==> src/rtl/if_fetch_unit_if.sv <==
// Bundles the instruction-memory handshake and the IF/ID-facing signals of the fetch stage.
// The master side is the fetch unit; the slave side is the surrounding pipeline and memory.
interface if_fetch_unit_if;
    logic        LE;
    logic        Branch_Taken;
    logic [31:0] Branch_Target;
    logic        Imem_Req;
    logic [31:0] Imem_Addr;
    logic        Imem_Ready;
    logic [31:0] Imem_Data;
    logic [31:0] Inst_Out;
    logic [31:0] PC4_Out;
    logic        Inst_Valid;

    modport master (
        input  LE, Branch_Taken, Branch_Target, Imem_Ready, Imem_Data,
        output Imem_Req, Imem_Addr, Inst_Out, PC4_Out, Inst_Valid
    );

    modport slave (
        output LE, Branch_Taken, Branch_Target, Imem_Ready, Imem_Data,
        input  Imem_Req, Imem_Addr, Inst_Out, PC4_Out, Inst_Valid
    );
endinterface

==> src/rtl/if_fetch_unit.sv <==
// Instruction fetch stage: PC, single-outstanding imem handshake, prefetch queue of
// {instruction, PC+4}, stall via LE and branch redirect with drain of an in-flight response.
module if_fetch_unit #(
    parameter logic [31:0] RESET_PC = 32'h0000_0000,
    parameter int          QDEPTH   = 2
) (
    input logic             CLK,
    input logic             CLR,
    if_fetch_unit_if.master bus
);
    localparam int              PW         = $clog2(QDEPTH);
    localparam int              CW         = PW + 1;
    localparam logic [CW-1:0]   QDEPTH_C   = CW'(QDEPTH);
    localparam logic [31:0]     RESET_PC_W = RESET_PC & 32'hFFFF_FFFC;

    typedef enum logic {FETCH, DRAIN} state_e;

    state_e        state_q, state_d;
    logic [31:0]   pc_q, pc_d;
    logic [31:0]   target_q, target_d;
    logic          req_q, req_d;
    logic [CW-1:0] count_q, count_d;
    logic [PW-1:0] rd_ptr_q, rd_ptr_d;
    logic [PW-1:0] wr_ptr_q, wr_ptr_d;
    logic [31:0]   inst_q [QDEPTH];
    logic [31:0]   inst_d [QDEPTH];
    logic [31:0]   pc4_q  [QDEPTH];
    logic [31:0]   pc4_d  [QDEPTH];

    logic [31:0]   pc_plus4;
    logic [31:0]   branch_pc;
    logic          valid;
    logic          push;
    logic          pop;

    assign pc_plus4  = pc_q + 32'd4;
    assign branch_pc = bus.Branch_Target & 32'hFFFF_FFFC;
    assign valid     = (count_q != '0);

    always_comb begin
        state_d  = state_q;
        pc_d     = pc_q;
        target_d = target_q;
        count_d  = count_q;
        rd_ptr_d = rd_ptr_q;
        wr_ptr_d = wr_ptr_q;
        inst_d   = inst_q;
        pc4_d    = pc4_q;
        push     = 1'b0;
        pop      = 1'b0;

        if (bus.Branch_Taken) begin
            count_d  = '0;
            rd_ptr_d = '0;
            wr_ptr_d = '0;
            // A request still waiting on memory cannot be retracted, so its response is drained.
            if (req_q && !bus.Imem_Ready) begin
                target_d = branch_pc;
                state_d  = DRAIN;
            end else begin
                pc_d    = branch_pc;
                state_d = FETCH;
            end
        end else if (state_q == DRAIN) begin
            if (bus.Imem_Ready) begin
                pc_d    = target_q;
                state_d = FETCH;
            end
        end else begin
            push = req_q && bus.Imem_Ready;
            pop  = bus.LE && valid;
            if (push) begin
                inst_d[wr_ptr_q] = bus.Imem_Data;
                pc4_d[wr_ptr_q]  = pc_plus4;
                wr_ptr_d         = wr_ptr_q + PW'(1);
                pc_d             = pc_plus4;
            end
            if (pop) begin
                rd_ptr_d = rd_ptr_q + PW'(1);
            end
            count_d = count_q + CW'(push) - CW'(pop);
        end

        // Requests are only issued with a free slot, so the in-flight word always has room.
        req_d = (state_d == DRAIN) || (count_d < QDEPTH_C);
    end

    always_ff @(posedge CLK or negedge CLR) begin
        if (!CLR) begin
            state_q  <= FETCH;
            pc_q     <= RESET_PC_W;
            target_q <= '0;
            req_q    <= 1'b0;
            count_q  <= '0;
            rd_ptr_q <= '0;
            wr_ptr_q <= '0;
            for (int i = 0; i < QDEPTH; i++) begin
                inst_q[i] <= '0;
                pc4_q[i]  <= '0;
            end
        end else begin
            state_q  <= state_d;
            pc_q     <= pc_d;
            target_q <= target_d;
            req_q    <= req_d;
            count_q  <= count_d;
            rd_ptr_q <= rd_ptr_d;
            wr_ptr_q <= wr_ptr_d;
            inst_q   <= inst_d;
            pc4_q    <= pc4_d;
        end
    end

    assign bus.Imem_Req   = req_q;
    assign bus.Imem_Addr  = pc_q;
    assign bus.Inst_Valid = valid;
    assign bus.Inst_Out   = valid ? inst_q[rd_ptr_q] : 32'h0;
    assign bus.PC4_Out    = valid ? pc4_q[rd_ptr_q]  : 32'h0;
endmodule

==> src/flat_wrapper.sv <==
// flat-port wrapper written by rule: the top's interface ports become plain ports
module if_fetch_unit_flat 
#(
    parameter logic [31:0] RESET_PC = 32'h0000_0000,
    parameter int          QDEPTH   = 2
)
  (CLK, CLR, bus_LE, bus_Branch_Taken, bus_Branch_Target, bus_Imem_Ready, bus_Imem_Data, bus_Imem_Req, bus_Imem_Addr, bus_Inst_Out, bus_PC4_Out, bus_Inst_Valid);
  if_fetch_unit_if bus_i ();
  input logic CLK;
  input logic CLR;
  input wire logic [$bits(bus_i.LE)-1:0] bus_LE;
  input wire logic [$bits(bus_i.Branch_Taken)-1:0] bus_Branch_Taken;
  input wire logic [$bits(bus_i.Branch_Target)-1:0] bus_Branch_Target;
  input wire logic [$bits(bus_i.Imem_Ready)-1:0] bus_Imem_Ready;
  input wire logic [$bits(bus_i.Imem_Data)-1:0] bus_Imem_Data;
  output wire logic [$bits(bus_i.Imem_Req)-1:0] bus_Imem_Req;
  output wire logic [$bits(bus_i.Imem_Addr)-1:0] bus_Imem_Addr;
  output wire logic [$bits(bus_i.Inst_Out)-1:0] bus_Inst_Out;
  output wire logic [$bits(bus_i.PC4_Out)-1:0] bus_PC4_Out;
  output wire logic [$bits(bus_i.Inst_Valid)-1:0] bus_Inst_Valid;
  assign bus_i.LE = bus_LE;
  assign bus_i.Branch_Taken = bus_Branch_Taken;
  assign bus_i.Branch_Target = bus_Branch_Target;
  assign bus_i.Imem_Ready = bus_Imem_Ready;
  assign bus_i.Imem_Data = bus_Imem_Data;
  assign bus_Imem_Req = bus_i.Imem_Req;
  assign bus_Imem_Addr = bus_i.Imem_Addr;
  assign bus_Inst_Out = bus_i.Inst_Out;
  assign bus_PC4_Out = bus_i.PC4_Out;
  assign bus_Inst_Valid = bus_i.Inst_Valid;
  if_fetch_unit #(.RESET_PC(RESET_PC), .QDEPTH(QDEPTH)) u_core (.CLK(CLK), .CLR(CLR), .bus(bus_i));
endmodule
==> config.mk <==
export PLATFORM = sky130hd
export DESIGN_NAME = if_fetch_unit_flat
export DESIGN_NICKNAME = d
export VERILOG_FILES = /design/src/rtl/if_fetch_unit_if.sv /design/src/rtl/if_fetch_unit.sv /design/src/flat_wrapper.sv
export SDC_FILE = /design/constraint.sdc
export NUM_CORES = 1
export LEC_CHECK = 0
export ABC_AREA = 1
export BUFFER_PORTS_ARGS = -buffer_cell sky130_fd_sc_hd__buf_2
export CORE_ASPECT_RATIO = 1.1
export CORE_MARGIN = 3
export CORE_UTILIZATION = 45
export CTS_CLUSTER_SIZE = 8
export DETAILED_ROUTE_END_ITERATION = 8
export PLACE_DENSITY = 0.65
export SYNTH_ARGS = -nofsm -noshare
export SYNTH_HDL_FRONTEND = slang
export SYNTH_SLANG_ARGS = --single-unit
export TNS_END_PERCENT = 30
==> constraint.sdc <==
create_clock -name CLK -period 3.1 [get_ports CLK]
set_input_delay 0.62 -clock CLK [delete_from_list [all_inputs] [get_ports CLK]]
set_output_delay 0.62 -clock CLK [all_outputs]
set_load 0.1 [all_outputs]
==> results_dict.tcl <==
set metrics [dict create \
    clk-insertion-delay-late_ns 0.43 \
    period_minus_slack_ns 2.85 \
    final_cell_count_no_fill 1620 \
    synth-xor-area-share 0.0141 \
    diodes 0 \
    fin_skew_ns 0.0104 \
    synth_fa_ha_area_frac 0.00403 \
    synth_area_leader_cell "dfrtp_1" \
    synth.area.top_cells "dfrtp_1 51%, nand2_1 17%, o21ai_0 6.7%, a21oi_1 4.8%, inv_1 4.4%" \
    status "complete, no violations" \
    antenna_found_initial 0 \
    post-route-util 0.562 \
    drc 0 \
    path_clk_slew_ns 0.07 \
    first_pass_iters 5 \
    die_w_um 143 \
    yosysWarnings 0 \
    maxSlewHeadroom 0.563 \
    num_vias 8113 \
    synth.distinct_cells 34 \
    syn_area_sq_um 9310 \
    period_share 0.919 \
    core_sq_um 20100 \
    yosys.area_share.simple 0.235 \
    synth_top_family_by_area "simple AND/OR/NAND/NOR gates" \
    start_util 0.464 \
    grt-ovfl-total 0 \
    area_growth_pct 21.1 \
    tns_ns 0 \
    critPathRequiredTime_ns 2.48 \
    drt_first_iter_violations 608 \
    drive_above_1_share 0.175 \
    clockBufferDepth 2 \
    synth_edf_count 0 \
    die_h_um 157 \
    worst_pin_slew_ns 0.655 \
    hold_class "in -> async" \
    grt_usage 0.215 \
    ant_nets 0 \
    end_kind "output pin" \
    cts_max_level 4 \
    fp-row-count 54 \
    fp.dieArea_sq_um 22500 \
    clock.fmax_mhz 351 \
    via_per_inst 5.01 \
    pin_count 167 \
    synth.top_cell.area_share 0.511 \
    postSynth.asyncResetShare 1.00 \
    postCtsHoldBufs 0 \
    cts_buffers 17 \
    cts_sinks 190 \
    finalSetupViolations 0 \
    synth_compound_area_frac 0.156 \
    crit_fanout 33 \
    finalHoldViolations 0 \
    finalWirelength_mm 23.6 \
    path_class "reg -> out" \
    grt_pass1_wl_mm 38.9 \
    start_kind "flip-flop" \
    synth_seq_cells 190 \
    finalMaxSlewViolations 0 \
    cp.arrival_ns 2.23 \
    ys_top_cells_by_count "415 x nand2_1, 190 x dfrtp_1, 125 x o21ai_0" \
    tritoncts "done" \
    synthMostInstantiatedCell "nand2_1" \
    post_cts_resized 0 \
    place.gp.congestion 0.887 \
    rsz0062_at_grt "no" \
    synthCells 1218 \
    grt_pass1_vias 7606 \
    yosysSeqAreaShare 0.511 \
    cts-root-buf "clkbuf_16" \
    dp_hpwl_mm 16.1 \
    cts_setup_buffers 0 \
    wl_per_cell_um 14.6 \
    io_buffers 160 \
    synthMuxAreaShare 0 \
    cap_violations 0 \
    final_nets 1427 \
    synth_ff_type "dfrtp_1" \
    dp.cells 1588 \
    avgSynthCellArea_sq_um 7.64 \
    grt_max_degree 71 \
]
-- stage by stage --
stage / setup slack [ns] / cell area [sq um] / hold WS, ns
final: 0.253 / 11300 / 0.0208
after global routing: 0.0951 / 11300 / 0.0176
after CTS: 0.231 / 11300 / 0.0167
after detailed placement: 0.661 / 10700 / 0.460
after global placement: 0.674 / 10700 / 0.458
after floorplan: -0.139 / 9330 / 0.324
-- cells by family (layout without fill, tap and decap cells) --
| family | Yosys count | count (layout) |
|---|---|---|
| flip-flops | 190 | 190 |
| AND/OR/NAND/NOR | 546 | 546 |
| XOR/XNOR | 15 | 15 |
| AO/OA/AOI/OAI | 283 | 283 |
| adder cells (fa/ha/maj) | 3 | 3 |
| other | 1 | 4 |
| buffers and inverters | 180 | 327 |
-- placed cells by master, fill, tap and decap left out, types with 3 or more instances in the layout --
cell / Yosys / layout
a21oi_1: 90 / 88
and2_1: 4 / 4
buf_12: 0 / 26
buf_2: 7 / 138
buf_4: 5 / 15
clkbuf_16: 0 / 17
clkinv_2: 0 / 3
conb_1: 1 / 4
dfrtp_1: 190 / 189
ha_1: 3 / 3
inv_1: 108 / 108
inv_2: 5 / 4
inv_6: 0 / 5
nand2_1: 415 / 415
nand2_2: 3 / 3
nand3_1: 17 / 17
nand3b_1: 5 / 5
nor2_1: 88 / 87
nor2_4: 4 / 6
o21ai_0: 125 / 125
o21ai_1: 56 / 56
o21ai_2: 5 / 5
xor2_1: 13 / 13
-- final timing paths --
| check | from | to | slack (ns) | cells after the start |
|---|---|---|---|---|
| setup / recovery | u_core.rd_ptr_q | bus_Inst_Out[5] | 0.25 | 5 |
| hold / removal | CLR | u_core.inst_q[52] | 0.02 | 1 |
| setup reg to reg | u_core.count_q[1] | u_core.bus.Imem_Req | 0.88 | 11 |
| hold reg to reg | u_core.pc4_q[52] | u_core.pc4_q[52] | 0.48 | 2 |
| max in group asynchronous | CLR | u_core.inst_q[4] | 2.26 | 2 |
| min in group CLK | bus_Branch_Target[18] | u_core.target_q[18] | 0.41 | 3 |
-- sequential cells by signal (all words and copies together) (netlist names), 2 cells and up --
signal                flops
u_core.inst_q            64
u_core.pc4_q             60
u_core.bus.Imem_Addr     30
u_core.target_q          30
u_core.count_q            2
-- cell type report --
| class | instances | area (sq um) |
|---|---|---|
| Clock buffer | 18 | 429 |
| Clock inverter | 14 | 158 |
| Fill cell | 1916 | 8790 |
| Inverter | 115 | 433 |
| Multi-Input combinational cell | 851 | 3850 |
| Sequential cell | 190 | 4760 |
| Tap cell | 252 | 315 |
| Timing Repair Buffer | 180 | 1340 |
-- layer usage --
| metal | vias up | share of wire | track usage |
|---|---|---|---|
| li1 | 4115 | - | - |
| met1 | 3752 | 0.46 | 0.311 |
| met2 | 223 | 0.46 | 0.329 |
| met3 | 23 | 0.062 | 0.0437 |
| met4 | 0 | 0.015 | 0.0616 |
| met5 | - | 0 | 0 |
-- worst max-delay path: stages (launching register included) --
cell and delay, ns:
dfrtp_2 0.59, inv_2 0.12, buf_4 0.35, nand2_1 0.09, a21oi_1 0.18, buf_2 0.46
Power is not shown: default switching activity piles up to over one toggle a cycle in this logic, so the estimate is an artifact.
